**src/rtl/uart_tx_fifo_pkg.sv**
```systemverilog
// Shared constants, transmitter state type and elaboration-time helpers
// for the FIFO-fed UART transmitter.
package uart_pkg;
  localparam int PAR_NONE = 0;
  localparam int PAR_ODD  = 1;
  localparam int PAR_EVEN = 2;

  typedef enum logic [2:0] {
    TX_IDLE,
    TX_START,
    TX_DATA,
    TX_PARITY,
    TX_STOP
  } tx_state_t;

  // Nearest-integer clocks per bit.
  function automatic int baud_div(input int clk_hz, input int baud);
    return (clk_hz + baud / 2) / baud;
  endfunction

  function automatic int clog2(input int value);
    int r = 0;
    while ((1 << r) < value) r++;
    return r;
  endfunction
endpackage

```
**src/rtl/uart_tx_fifo_sync_fifo.sv**
```systemverilog
// Synchronous FIFO whose read port presents the current head word from a
// register, so a consumer can take it on the same edge that it pops.
module sync_fifo
  import uart_pkg::*;
#(
  parameter int  WIDTH = 8,
  parameter int  DEPTH = 4,
  localparam int AW    = clog2(DEPTH)
) (
  input  logic             clk,
  input  logic             rst_n,
  input  logic             i_push,
  input  logic [WIDTH-1:0] i_wr_data,
  input  logic             i_pop,
  output logic [WIDTH-1:0] o_rd_data,
  output logic             o_full,
  output logic             o_empty,
  output logic [AW:0]      o_level
);
  localparam logic [AW:0] FULL_LEVEL = (AW + 1)'(DEPTH);
  localparam logic [AW:0] ONE_LEVEL  = (AW + 1)'(1);

  logic [WIDTH-1:0] r_mem [DEPTH];
  logic [WIDTH-1:0] r_head;
  logic [AW-1:0]    r_wr_ptr;
  logic [AW-1:0]    r_rd_ptr;
  logic [AW:0]      r_level;
  logic             w_push;
  logic             w_pop;
  logic             w_head_from_wr;
  logic [AW-1:0]    w_rd_ptr_inc;

  assign o_full       = (r_level == FULL_LEVEL);
  assign o_empty      = (r_level == '0);
  assign w_push       = i_push && !o_full;
  assign w_pop        = i_pop && !o_empty;
  assign w_rd_ptr_inc = r_rd_ptr + 1'b1;
  // The incoming word becomes the head when no older word survives this edge.
  assign w_head_from_wr = w_push && (o_empty || (w_pop && r_level == ONE_LEVEL));

  always_ff @(posedge clk) begin
    if (w_push) r_mem[r_wr_ptr] <= i_wr_data;
    if (w_head_from_wr) r_head <= i_wr_data;
    else if (w_pop)     r_head <= r_mem[w_rd_ptr_inc];
  end

  always_ff @(posedge clk or negedge rst_n) begin
    if (!rst_n) begin
      r_wr_ptr <= '0;
      r_rd_ptr <= '0;
      r_level  <= '0;
    end else begin
      if (w_push) r_wr_ptr <= r_wr_ptr + 1'b1;
      if (w_pop)  r_rd_ptr <= w_rd_ptr_inc;
      case ({w_push, w_pop})
        2'b10:   r_level <= r_level + 1'b1;
        2'b01:   r_level <= r_level - 1'b1;
        default: r_level <= r_level;
      endcase
    end
  end

  assign o_rd_data = r_head;
  assign o_level   = r_level;
endmodule

```
**src/rtl/uart_tx_fifo.sv**
```systemverilog
// UART transmitter with clock-enable baud timing and an input FIFO; frames are
// start, DATA_BITS LSB first, optional parity, then STOP_BITS high bits.
module uart_tx_fifo
  import uart_pkg::*;
#(
  parameter int  CLK_HZ    = 12000000,
  parameter int  BAUD      = 9600,
  parameter int  DATA_BITS = 8,
  parameter int  PARITY    = 0,
  parameter int  STOP_BITS = 1,
  parameter int  DEPTH     = 4,
  localparam int LW        = clog2(DEPTH) + 1
) (
  input  logic                 hw_clk,
  input  logic                 rst_n,
  input  logic [DATA_BITS-1:0] s_data,
  input  logic                 s_valid,
  output logic                 s_ready,
  output logic                 tx,
  output logic                 busy,
  output logic                 frame_done,
  output logic [LW-1:0]        fifo_level
);
  localparam int            DIV       = baud_div(CLK_HZ, BAUD);
  localparam int            CW        = (clog2(DIV) < 1) ? 1 : clog2(DIV);
  localparam int            BW        = clog2(DATA_BITS);
  localparam logic [CW-1:0] CNT_LAST  = CW'(DIV - 1);
  localparam logic [BW-1:0] BIT_LAST  = BW'(DATA_BITS - 1);
  localparam logic          STOP_LAST = 1'(STOP_BITS - 1);
  localparam logic          PAR_INV   = (PARITY == PAR_ODD);

  if (DIV < 2) begin : g_bad_div
    $error("uart_tx_fifo: baud divisor must be at least 2");
  end
  if (DATA_BITS < 5 || DATA_BITS > 9) begin : g_bad_data_bits
    $error("uart_tx_fifo: DATA_BITS must be 5..9");
  end
  if (PARITY < PAR_NONE || PARITY > PAR_EVEN) begin : g_bad_parity
    $error("uart_tx_fifo: PARITY must be 0, 1 or 2");
  end
  if (STOP_BITS < 1 || STOP_BITS > 2) begin : g_bad_stop_bits
    $error("uart_tx_fifo: STOP_BITS must be 1 or 2");
  end
  if (DEPTH < 2 || (DEPTH & (DEPTH - 1)) != 0) begin : g_bad_depth
    $error("uart_tx_fifo: DEPTH must be a power of two, at least 2");
  end

  tx_state_t            r_state;
  logic [CW-1:0]        r_cnt;
  logic [BW-1:0]        r_bit_idx;
  logic                 r_stop_idx;
  logic [DATA_BITS-1:0] r_shift;
  logic                 r_par;
  logic                 r_tx;
  logic                 r_frame_done;
  logic [DATA_BITS-1:0] w_head;
  logic                 w_full;
  logic                 w_empty;
  logic [LW-1:0]        w_level;
  logic                 w_tick;
  logic                 w_last_stop;
  logic                 w_pop;

  sync_fifo #(
    .WIDTH(DATA_BITS),
    .DEPTH(DEPTH)
  ) u_fifo (
    .clk      (hw_clk),
    .rst_n    (rst_n),
    .i_push   (s_valid),
    .i_wr_data(s_data),
    .i_pop    (w_pop),
    .o_rd_data(w_head),
    .o_full   (w_full),
    .o_empty  (w_empty),
    .o_level  (w_level)
  );

  assign w_tick      = (r_state != TX_IDLE) && (r_cnt == CNT_LAST);
  assign w_last_stop = (r_state == TX_STOP) && (r_stop_idx == STOP_LAST);
  // Chaining the next pop onto the final stop tick gives gap-free frames.
  assign w_pop       = !w_empty && ((r_state == TX_IDLE) || (w_tick && w_last_stop));

  always_ff @(posedge hw_clk or negedge rst_n) begin
    if (!rst_n) begin
      r_state      <= TX_IDLE;
      r_cnt        <= '0;
      r_bit_idx    <= '0;
      r_stop_idx   <= 1'b0;
      r_shift      <= '0;
      r_par        <= 1'b0;
      r_tx         <= 1'b1;
      r_frame_done <= 1'b0;
    end else begin
      r_frame_done <= 1'b0;
      if (r_state != TX_IDLE) r_cnt <= w_tick ? '0 : r_cnt + 1'b1;
      if (w_tick) begin
        case (r_state)
          TX_START: begin
            r_state   <= TX_DATA;
            r_tx      <= r_shift[0];
            r_bit_idx <= '0;
          end
          TX_DATA: begin
            if (r_bit_idx == BIT_LAST) begin
              if (PARITY != PAR_NONE) begin
                r_state <= TX_PARITY;
                r_tx    <= r_par;
              end else begin
                r_state    <= TX_STOP;
                r_tx       <= 1'b1;
                r_stop_idx <= 1'b0;
              end
            end else begin
              r_bit_idx <= r_bit_idx + 1'b1;
              r_shift   <= r_shift >> 1;
              r_tx      <= r_shift[1];
            end
          end
          TX_PARITY: begin
            r_state    <= TX_STOP;
            r_tx       <= 1'b1;
            r_stop_idx <= 1'b0;
          end
          TX_STOP: begin
            if (w_last_stop) begin
              r_state      <= TX_IDLE;
              r_tx         <= 1'b1;
              r_frame_done <= 1'b1;
            end else begin
              r_stop_idx <= 1'b1;
            end
          end
          default: r_state <= TX_IDLE;
        endcase
      end
      if (w_pop) begin
        r_state <= TX_START;
        r_tx    <= 1'b0;
        r_cnt   <= '0;
        r_shift <= w_head;
        r_par   <= (^w_head) ^ PAR_INV;
      end
    end
  end

  assign s_ready    = !w_full;
  assign tx         = r_tx;
  assign busy       = (r_state != TX_IDLE) || !w_empty;
  assign frame_done = r_frame_done;
  assign fifo_level = w_level;
endmodule

```
**config.mk**
```make
export PLATFORM = sky130hd
export DESIGN_NAME = uart_tx_fifo
export DESIGN_NICKNAME = d
export VERILOG_FILES = /design/src/rtl/uart_tx_fifo_pkg.sv /design/src/rtl/uart_tx_fifo_sync_fifo.sv /design/src/rtl/uart_tx_fifo.sv
export SDC_FILE = /design/constraint.sdc
export NUM_CORES = 1
export LEC_CHECK = 0
export BUFFER_PORTS_ARGS = -buffer_cell sky130_fd_sc_hd__clkbuf_2
export CORE_MARGIN = 2
export CORE_UTILIZATION = 40
export DETAILED_ROUTE_END_ITERATION = 16
export HOLD_SLACK_MARGIN = 0.02
export RECOVER_POWER = 50
export SETUP_SLACK_MARGIN = 0.05
export SKIP_LAST_GASP = 1
export SYNTH_ARGS = -nofsm -noshare
export SYNTH_HDL_FRONTEND = slang
export SYNTH_SLANG_ARGS = --single-unit
```
**constraint.sdc**
```tcl
create_clock -name hw_clk -period 2.45 [get_ports hw_clk]
set_clock_uncertainty 0.05 [all_clocks]
set_input_delay 0.49 -clock hw_clk [delete_from_list [all_inputs] [get_ports hw_clk]]
set_output_delay 0.49 -clock hw_clk [all_outputs]
set_load 0.01 [all_outputs]
```
==> results.txt <==
status = complete, but fails checks
failing checks = max-capacitance violations, max-slew violations, negative setup slack
Min Clock Period, post-route = 2.55 ns
layout cell share with drive strength beyond 1 = 23.7%
initial antenna violation count = 0
area grow syn2layout = 18.3%
diode count = 0
first drt pass iteration count = 4
DIE HEIGHT = 96.3 µm
final instance area = 4030 µm²
CP startpoint kind = register
Slowest-stage cell, CP = or4b_4
register area share after synthesis = 61.0%
mux cell area share after synthesis = 10.8%
Async S/R FF share, synth = 46.7%
Post-Place Cells = 383
Primary FF master, synth = edfxtp_1
die width = 96.3 µm
cells after synthesis = 246
pre-CTS setup slack = -0.115 ns
Top delay family on crit path = simple AND/OR/NAND/NOR gates
crit share post-route = 104%
Post-Syn Area = 3410 µm²
Synth Area in Simple Gates = 10.5%
CP endpoint kind = register
largest area contributor in the netlist = edfxtp_1
number of synthesized flops with an enable pin = 40
vias in the first global route = 1,989
final std cells w/o fill = 404
library cells used by synthesis = 45
Max Freq = 0.392 GHz
CORE AREA = 8220 µm²
DRC errors left = 0
num ports = 18
critical-path maximum fanout = 8
syn nets = 270
Post-Synth XOR/XNOR Area = 3.60%
routability cong. = 0.789
CP max stage delay = 0.45 ns
CTS tree = yes
post-synth top area share = 35.3%
synthesized area per cell = 13.8 µm²
Nets = 318
Tot GR Track Use = 14.1%
HPWL after DPL = 4.01 mm
Arr. time, crit path = 2.61 ns
Synth Warn # = 0
worst hold slack = 0.377 ns
fin. max-slew vios = 36
Row Count = 33
Clock Tree Root = clkbuf_8
DRT antenna net count = 0
Hold WC Path Type = input port to register
crit-path cells = inv_2, ha_4, or4b_4, or3_4, or3_4, o21ai_4, mux2_4
routed vias = 2,022
TritonCTS buffer count = 9
largest family of logic cells by synthesized area = multiplexers
DRT iter0 DRCs = 88
Buf+Inv Stages, Crit Path = 1
area post-placement = 3770 µm²
Hold-fix buffers, CTS = 0
grt ovf = 0
cell with the most instances after synthesis = edfxtp_1
LEAKAGE = 1.66 nW
Initial Utilization = 41.5%
die area = 9270 µm²
most area-consuming cells after synthesis = edfxtp_1 35%, dfrtp_1 25%, mux4_1 5.4%
commonest cells in the netlist = 40 x edfxtp_1, 34 x dfrtp_1, 20 x nand2_1
largest net degree at the start of global routing = 36
global-route wire length before repair = 9.60 mm
CTS sink cnt = 75
DR vias/cell = 5.00
buffers from clock root to sink, at most = 2
H-tree depth = 3
adder-cell area share of the yosys netlist = 4.77%
Power Density = 1060 nW/µm²
peak supply drop = 0.000557 V
Routed wire per std cell = 14.4 µm
critical path type = register to register
port bufs = 17
Max-Slew Margin vs Limit = -27.2%
FF+latch count, synth = 75
Critical Path RT = 2.51 ns
CTS clk-pin slew, worst paths = 0.08 ns
final hold vios = 0
critical path's most frequent cell = or3_4
RSZ-0062 raised after global routing = yes
Slew @ Worst Pin = 1.91 ns
max_cap viols = 1
final worst setup slack = -0.0987 ns
Clk Latency, worst-skew pair = 0.36 ns
final setup vio count = 8
Compound-Gate Fraction of Synth Area = 6.90%
drt total wl = 5.81 mm
final timing paths:
| path | cells past startpoint | endpoint | startpoint | slack [ns] |
|---|---|---|---|---|
| max | 7 | u_fifo.o_rd_data[0] | r_cnt[1] | -0.1 |
| min | 1 | u_fifo.r_mem[2][1] | s_data[1] | 0.38 |
| min in group asynchronous | 1 | r_cnt[10] | rst_n | 0.60 |
| max in group asynchronous | 1 | r_shift[3] | rst_n | 0.65 |
| max reg2reg | 7 | u_fifo.o_rd_data[0] | r_cnt[1] | -0.1 |
| min reg2reg | 2 | r_shift[1] | u_fifo.o_rd_data[1] | 0.41 |
state kept, by name, summed over array words and instances (netlist names):
signal and cells:
u_fifo.r_mem 32, r_cnt 11, r_shift 8, u_fifo.o_rd_data 8, r_bit_idx 3, r_state 3, u_fifo.o_level 3, u_fifo.r_rd_ptr 2
u_fifo.r_wr_ptr 2, frame_done 1, r_stop_idx 1, tx 1
power by group:
part           total (mW)  internal, mW  switching [mW]  leakage [nW]
Combinational        1.32         0.702           0.617         0.751
Clock               0.993         0.487           0.506        0.0988
Sequential           1.95          1.74           0.213         0.812
layer usage:
| layer | up-vias | track usage, % | wire [µm] |
|---|---|---|---|
| met5 | - | 0 | 0 |
| met4 | 0 | 8.57 | 160 |
| li1 | 1002 | - | - |
| met2 | 38 | 20.3 | 2710 |
| met1 | 969 | 19.4 | 2750 |
| met3 | 13 | 3.05 | 189 |
worst reg2reg max path, cell delays in order (launching register included):
cell and delay, ns:
dfrtp_1 0.40, inv_2 0.08, ha_4 0.11, or4b_4 0.45, or3_4 0.35, or3_4 0.35
o21ai_4 0.17, mux2_4 0.34
cells by family after synthesis:
group | after synthesis
muxes | 23
xor gates and xnor gates | 14
DFF | 75
and+or+nand+nor | 70
AOI/OAI and AO/OA | 36
adders and majority gates | 13
buffers and inverters | 15
metrics by stage:
| stage | power (mW) | util (%) | setup TNS, ns |
|---|---|---|---|
| 2_1_floorplan | 2.89 | - | -1.27 |
| 3_3_place_gp | 3.22 | 45.9 | -0.508 |
| 3_5_place_dp | 3.27 | 45.9 | -0.861 |
| 4_1_cts | 4.29 | 48.8 | -0.795 |
| 5_1_grt | 4.55 | 49.1 | -1.23 |
| 6_report | 4.26 | 49.1 | -0.725 |
cell usage in the layout, fill, tap and decap left out, drive strengths merged, types with 3 or more instances in the layout:
cell type,n
o21ai,17
xnor2,8
inv,13
edfxtp,40
nand4,4
nor3,6
a21oi,3
nand2,20
buf,26
mux4,8
and2,4
dfrtp,34
ha,13
or3,3
nor2,18
o31ai,3
clkbuf,26
mux2,8
mux2i,7
and3,4
xor2,6
layout make-up:
class | instances | area [µm²]
Clock inverter | 7 | 82.6
Sequential cell | 75 | 2080
Clock buffer | 9 | 124
Fill cell | 700 | 4190
Tap cell | 105 | 131
Timing Repair Buffer | 43 | 264
Multi-Input combinational cell | 156 | 1320
Inverter | 9 | 33.8
repair_timing:
action                     CTS  global route
setup endpoints to repair   17            25
pin swaps                    2             3
buffers inserted             2             3
gates resized for setup      3             5
No activity file was read; power rests on OpenSTA's default activity.
